===== config.mk =====
export PLATFORM = sky130hd
export DESIGN_NAME = jacobi_sweep_ctrl
export DESIGN_NICKNAME = d
export VERILOG_FILES = /design/src/rtl/jacobi_sweep_ctrl.sv
export SDC_FILE = /design/constraint.sdc
export NUM_CORES = 1
export LEC_CHECK = 0
export CORE_MARGIN = 1.5
export CORE_UTILIZATION = 48
export DETAILED_ROUTE_END_ITERATION = 8
export DONT_BUFFER_PORTS = 1
export SYNTH_ARGS = -nofsm -noshare
export SYNTH_HDL_FRONTEND = slang
export SYNTH_SLANG_ARGS = --single-unit
export TNS_END_PERCENT = 30

===== constraint.sdc =====
create_clock -name clk -period 3.15 [get_ports clk]
set_clock_uncertainty 0.2 [all_clocks]
set_input_delay 0.7875 -clock clk [delete_from_list [all_inputs] [get_ports clk]]
set_output_delay 0.7875 -clock clk [all_outputs]
set_load 0.01 [all_outputs]

===== src/rtl/jacobi_sweep_ctrl.sv =====
// jacobi_sweep_ctrl: sequences cyclic-Jacobi sweeps over the upper triangle of
// an N x N symmetric matrix. Each off-diagonal element is read once per sweep
// and, if its magnitude reaches the latched tolerance, a rotation is handed to
// the rotation datapath. A run ends on the first sweep that needs no rotation
// (converged) or after MAX_SWEEPS sweeps (timeout).
module jacobi_sweep_ctrl #(
    parameter int N          = 4,
    parameter int IW         = 3,
    parameter int DW         = 32,
    parameter int MAX_SWEEPS = 16,
    parameter int SW         = 5
) (
    input  logic          clk,
    input  logic          reset,
    input  logic          start,
    input  logic [DW-1:0] tol,
    output logic          rd_en,
    output logic [IW-1:0] rd_i,
    output logic [IW-1:0] rd_j,
    input  logic [DW-1:0] M_ij,
    output logic          rot_req,
    input  logic          rot_ready,
    output logic [IW-1:0] rot_i,
    output logic [IW-1:0] rot_j,
    input  logic          rot_done,
    output logic          busy,
    output logic          done,
    output logic          converged,
    output logic          timeout,
    output logic [SW-1:0] sweep_count
);

    typedef enum logic [2:0] {
        S_IDLE,
        S_READ,
        S_EVAL,
        S_ROT_REQ,
        S_ROT_WAIT,
        S_NEXT,
        S_DONE
    } state_t;

    localparam logic [DW-1:0] MOST_NEG = {1'b1, {(DW-1){1'b0}}};
    localparam logic [DW-1:0] MOST_POS = {1'b0, {(DW-1){1'b1}}};

    state_t        state_q;
    logic [IW-1:0] i_q, j_q;
    logic          rotFlag_q;
    logic [DW-1:0] tol_q;
    logic          rdEn_q, rotReq_q, busy_q, done_q, converged_q, timeout_q;
    logic [IW-1:0] rdI_q, rdJ_q, rotI_q, rotJ_q;
    logic [SW-1:0] sweepCount_q;

    logic [DW-1:0] mag;
    logic          magGeTol;
    logic          endOfSweep;
    logic [IW-1:0] iNext_d, jNext_d;
    logic [SW-1:0] sweepNext_d;

    assign rd_en       = rdEn_q;
    assign rd_i        = rdI_q;
    assign rd_j        = rdJ_q;
    assign rot_req     = rotReq_q;
    assign rot_i       = rotI_q;
    assign rot_j       = rotJ_q;
    assign busy        = busy_q;
    assign done        = done_q;
    assign converged   = converged_q;
    assign timeout     = timeout_q;
    assign sweep_count = sweepCount_q;

    // Absolute value of the element just read; the most negative value has no
    // positive twin, so it saturates to the largest positive value.
    always_comb begin
        mag = M_ij;
        if (M_ij == MOST_NEG) begin
            mag = MOST_POS;
        end else if (M_ij[DW-1]) begin
            mag = ~M_ij + DW'(1);
        end
        magGeTol = (mag >= tol_q);
    end

    // Next pivot pair in row-cyclic order, wrapping to (0,1) at end of sweep.
    always_comb begin
        endOfSweep  = (j_q == IW'(N-1)) && (i_q == IW'(N-2));
        sweepNext_d = sweepCount_q + SW'(1);
        iNext_d     = i_q;
        jNext_d     = j_q + IW'(1);
        if (j_q == IW'(N-1)) begin
            if (i_q == IW'(N-2)) begin
                iNext_d = '0;
                jNext_d = IW'(1);
            end else begin
                iNext_d = i_q + IW'(1);
                jNext_d = i_q + IW'(2);
            end
        end
    end

    // Sweep sequencer; every output is a register loaded on the transition
    // into the state that owns it.
    always_ff @(posedge clk or negedge reset) begin
        if (!reset) begin
            state_q      <= S_IDLE;
            i_q          <= '0;
            j_q          <= IW'(1);
            rotFlag_q    <= 1'b0;
            tol_q        <= '0;
            rdEn_q       <= 1'b0;
            rdI_q        <= '0;
            rdJ_q        <= '0;
            rotReq_q     <= 1'b0;
            rotI_q       <= '0;
            rotJ_q       <= '0;
            busy_q       <= 1'b0;
            done_q       <= 1'b0;
            converged_q  <= 1'b0;
            timeout_q    <= 1'b0;
            sweepCount_q <= '0;
        end else begin
            case (state_q)
                S_IDLE: begin
                    if (start) begin
                        tol_q        <= tol;
                        i_q          <= '0;
                        j_q          <= IW'(1);
                        sweepCount_q <= '0;
                        converged_q  <= 1'b0;
                        timeout_q    <= 1'b0;
                        rotFlag_q    <= 1'b0;
                        busy_q       <= 1'b1;
                        rdEn_q       <= 1'b1;
                        rdI_q        <= '0;
                        rdJ_q        <= IW'(1);
                        state_q      <= S_READ;
                    end
                end
                S_READ: begin
                    rdEn_q  <= 1'b0;
                    state_q <= S_EVAL;
                end
                S_EVAL: begin
                    if (magGeTol) begin
                        rotFlag_q <= 1'b1;
                        rotReq_q  <= 1'b1;
                        rotI_q    <= i_q;
                        rotJ_q    <= j_q;
                        state_q   <= S_ROT_REQ;
                    end else begin
                        state_q <= S_NEXT;
                    end
                end
                S_ROT_REQ: begin
                    if (rot_ready) begin
                        rotReq_q <= 1'b0;
                        state_q  <= S_ROT_WAIT;
                    end
                end
                S_ROT_WAIT: begin
                    if (rot_done) begin
                        state_q <= S_NEXT;
                    end
                end
                S_NEXT: begin
                    if (endOfSweep && !rotFlag_q) begin
                        sweepCount_q <= sweepNext_d;
                        converged_q  <= 1'b1;
                        done_q       <= 1'b1;
                        state_q      <= S_DONE;
                    end else if (endOfSweep && (sweepNext_d == SW'(MAX_SWEEPS))) begin
                        sweepCount_q <= sweepNext_d;
                        timeout_q    <= 1'b1;
                        done_q       <= 1'b1;
                        state_q      <= S_DONE;
                    end else begin
                        if (endOfSweep) begin
                            sweepCount_q <= sweepNext_d;
                            rotFlag_q    <= 1'b0;
                        end
                        i_q     <= iNext_d;
                        j_q     <= jNext_d;
                        rdEn_q  <= 1'b1;
                        rdI_q   <= iNext_d;
                        rdJ_q   <= jNext_d;
                        state_q <= S_READ;
                    end
                end
                S_DONE: begin
                    done_q  <= 1'b0;
                    busy_q  <= 1'b0;
                    state_q <= S_IDLE;
                end
                default: begin
                    state_q <= S_IDLE;
                end
            endcase
        end
    end

endmodule


==> reports/summary.md, run 1 <==
The critical path goes through or4_4 > and4bb_4 > nand4b_1 > o21ai_2 > xor2_1 > nand2_1 > ha_4 > nand4_1 > nor4_2 > nand2_1 > a31oi_4 > o21bai_4 > mux2_4. The tools report the maximum clock rate as 0.246 GHz. The path class of the tightest hold or removal check is primary input to asynchronous set/reset pin. The tools report the met2 layer usage reported by global route as 32.9%. For the worst setup path, the data arrival time is 4.09 ns. The number of I/O pins is 92.

CTS built an H-tree with a depth of 3. In this run the power density over the cells is 708 nW/um^2. Setup repair after global routing could not meet its margin everywhere. For this run, the slowest stage of the critical path takes 0.52 ns. The tools report the number of nets still failing antenna checks after routing as 0. For the pin with the worst max-slew slack, the measured transition is 0.588 ns. The leftover overflow at the end of global routing was 0. The number of port buffers came out at 0. The average via count per standard cell was 5.56; the via count of the first global-routing pass was 3297. The tools report the critical path required time as 3.17 ns. The clock root buffer is sky130_fd_sc_hd__clkbuf_8. The final reports fail on setup timing. The most numerous cell on the critical path was sky130_fd_sc_hd__nand2_1.

Summing all multi-input logic gate instances after layout gives 2510 sq um. The detailed-route wire length per cell is 15.7 um. The share of the core filled with cells in the final layout came out at 58.6%. The starting density of the core was 49.9%. Family with the most delay on the worst path: simple AND/OR/NAND/NOR gates. The HPWL after detailed placement is 7480 um.

The repair_antennas step left the layout with diodes totalling 0. The number of max-capacitance violations reported came out at 0. In this run, the number of DRC markers left after iteration 0 of detailed routing was 216.

The worst path uses 129% of the clock period. For this run, the leading register cell type out of synthesis is sky130_fd_sc_hd__dfrtp_1. Overall fraction of global-route tracks in use: 22.7%. For this run, the detailed router's first-pass iteration total came to 5. With fillers left out, the area of the finished cells amounts to 4840 sq um. The worst setup path is of the primary input to flop kind. The worst pin sits at a relative slew slack of 60.6%. After detailed placement, the total cell area comes to 4440 sq um.

Footprint of the flip-flops and latches: 1500 sq um. The worst path needs 4.07 ns of the cycle, external delays included. Final hold analysis gives a worst-case slack of 0.0803 ns.

The Yosys step of the flow raised 0 warnings. The top fanout value on the critical path works out to 7. After clock tree synthesis, the clock-pin slew on the worst setup and hold paths is 0.08 ns. After global routing, the most crowded layer is met1. The instance count of the mapped netlist was 502. Met1 demand-to-capacity share in global routing: 33.2%. The run gives 0 as the final-report hold violation count. The library cell used most frequently in the layout, excluding fill and tap cells, is sky130_fd_sc_hd__nand2_1. The post-route netlist has 16.2% of its cells at a drive strength greater than 1.

In this run the core area contains 33 standard-cell rows. The kind of end point of the critical path was a flop. The tools report the sink count of the clock tree as 60.

For this design, the slowest cell found on the critical path is sky130_fd_sc_hd__or4_4. The number of antenna violations at the first check in global routing was 0; the full die area was 9150 sq um. Tracing the worst setup path back leads to its startpoint at M_ij[15]. In this run the mean area of a mapped cell was 8.21 sq um. The post-synthesis register bit count was 60.

Synthesis produced a netlist with a net count of 607. After detailed routing, the number of remaining DRC violations is 0. The tools report the total count of max-transition violations in the final report as 0. The buffers plus inverters on the worst setup path came out at 0.

In this run, synthesis inferred 0 flip-flops with an integrated enable. At the later pin of the worst-skew pair, clock insertion delay measures 0.34 ns. The startpoint identified for the worst register-to-register timing path is tol_q[15]. The logs give 3534 for the via total after detailed routing and 10000 um for the aggregate routed wire length.

First-pass GRT wire length: 16000 um. The final RePlAce weighted congestion is 0.849. Launching element type of the critical path: a primary input.

For this run, the post-layout net count is 631. Relative to the synthesized area, the layout overhead comes to 17.5%. The floorplan step set the die width to 95.7 um.

In this run the vertical extent of the chip is 95.7 um. The number of different library cells used by synthesis comes to 54. Entering global routing, the biggest net connects 60 pins. The library cells used most frequently in the layout, excluding fill and tap cells, are sky130_fd_sc_hd__nand2_1, sky130_fd_sc_hd__dfrtp_1, sky130_fd_sc_hd__o21ai_0. For this run, global-route usage on met3 was measured as 4.78%. The setup-violating endpoint count in the final report was 10; the core footprint was 8260 sq um.

Maximum ir drop on the vdd rail: 0.335 mV. The maximum clock insertion buffer count is 2. The flow ran to the end, but the final reports show violations. The share of flip-flops with an asynchronous set or reset works out to 100%.

The synthesized netlist occupies a cell area of 4120 sq um. Total clock buffers created by CTS: 9. TritonCTS built the clock tree. The sequential-to-total area share from yosys stat is 36.5%, and the count of filler cells inserted in the layout is 744.

For this design the static power due to leakage is 2.32 nW. The setup slack of the critical path after layout is -0.916 ns.
[routing by layer]
layer  wire, um  part of all wire, %  up-vias
li1           -                    -     1788
met1       4780                   48     1647
met2       4440                   44       89
met3        664                  6.6       10
met4        123                  1.2        0
met5          0                    0        -
[synth_stat cells, types with 3 or more instances]
cell,n,area (sq um)
sky130_fd_sc_hd__a21oi_1,31,155
sky130_fd_sc_hd__a31oi_1,6,37.5
sky130_fd_sc_hd__and3_1,5,31.3
sky130_fd_sc_hd__clkbuf_1,18,67.6
sky130_fd_sc_hd__dfrtp_1,59,1480
sky130_fd_sc_hd__ha_1,36,450
sky130_fd_sc_hd__inv_1,42,158
sky130_fd_sc_hd__mux2_1,6,67.6
sky130_fd_sc_hd__mux2i_1,3,30.0
sky130_fd_sc_hd__nand2_1,101,379
sky130_fd_sc_hd__nand2b_1,4,25.0
sky130_fd_sc_hd__nand3_1,9,45.0
sky130_fd_sc_hd__nand4_1,4,25.0
sky130_fd_sc_hd__nor2_1,24,90.1
sky130_fd_sc_hd__nor3_1,6,30.0
sky130_fd_sc_hd__nor4_1,4,25.0
sky130_fd_sc_hd__o21ai_0,56,280
sky130_fd_sc_hd__o21ai_1,3,15.0
sky130_fd_sc_hd__o31ai_1,10,75.1
sky130_fd_sc_hd__o41ai_1,5,43.8
sky130_fd_sc_hd__or3_1,3,18.8
sky130_fd_sc_hd__xor2_1,22,193
[kinds of logic (layout without fill, tap and decap cells)]
logic type	count (synthesis)	in the layout	synth area share, %
AND/OR/NAND/NOR	178	178	20.3
AO/OA/AOI/OAI	129	129	18.5
buffers and inverters	65	94	6.13
flip-flops	60	60	36.5
adder cells (fa/ha/maj)	36	36	10.9
XOR/XNOR	24	24	5.10
multiplexers	10	10	2.64
[sequential cells by signal, summed over array words and instances, names as in the netlist]
signal       flops
busy             1
converged        1
done             1
j_q              2
rd_en            1
rd_i             3
rd_j             2
rotFlag_q        1
rot_i            3
rot_j            3
rot_req          1
state_q          3
sweep_count      5
timeout          1
tol_q           32
[final timing paths]
path                            endpoint  cells past startpoint  slack (ns)
worst max-delay path            rot_i[0]                     13       -0.92
worst min-delay path              j_q[0]                      0        0.08
worst max register to register  rot_i[0]                      8        0.57
worst min register to register  tol_q[0]                      2        0.30
max in group asynchronous           busy                      1        2.38
min in group clk                tol_q[0]                      2        0.30
[stage by stage]
| stage | cells | power [mW] | worst slack, ns | TNS, ns |
|---|---|---|---|---|
| global route | 636 | 3.75 | -1.03 | -9.95 |
| global placement | 616 | 2.44 | -1.12 | -10.94 |
| CTS | 634 | 3.38 | -0.886 | -8.56 |
| detailed placement | 616 | 2.48 | -1.26 | -12.33 |
| floorplan | 502 | 2.16 | -0.997 | -9.31 |
| finish | 636 | 3.43 | -0.916 | -8.74 |
[power by group]
part           internal [mW]  switching [mW]  total [mW]
clock network          0.527           0.325       0.853
registers               1.05           0.180        1.23
logic                  0.580           0.768        1.35
[cell type report]
type	count	share of cell area, %
multi-input combinational	377	52.0
clock inverter	6	2.33
sequential	60	31.0
clock buffer	10	2.64
inverter	42	3.26
tap	105	2.71
timing repair buffer	36	6.07
[what timing repair did]
item                                    CTS  global route
pin swaps                                 7            16
buffers inserted                          1             3
hold buffers                              1             0
endpoints found under the setup margin   10            10
hold endpoints to repair                 59             0
resized for setup                         3            22
No activity file was read; power rests on OpenSTA's default activity.
==> run 2: changes to the inputs <==
CAP_MARGIN = 5   (was not set)
==> results of run 2 <==
Final layout, timing and power as in run 1 (identical DEF).
==> run 3: changes to the inputs <==
CTS_CLUSTER_SIZE = 12   (was not set)
==> results of run 3 <==
Final layout, timing and power as in run 1 (identical DEF).
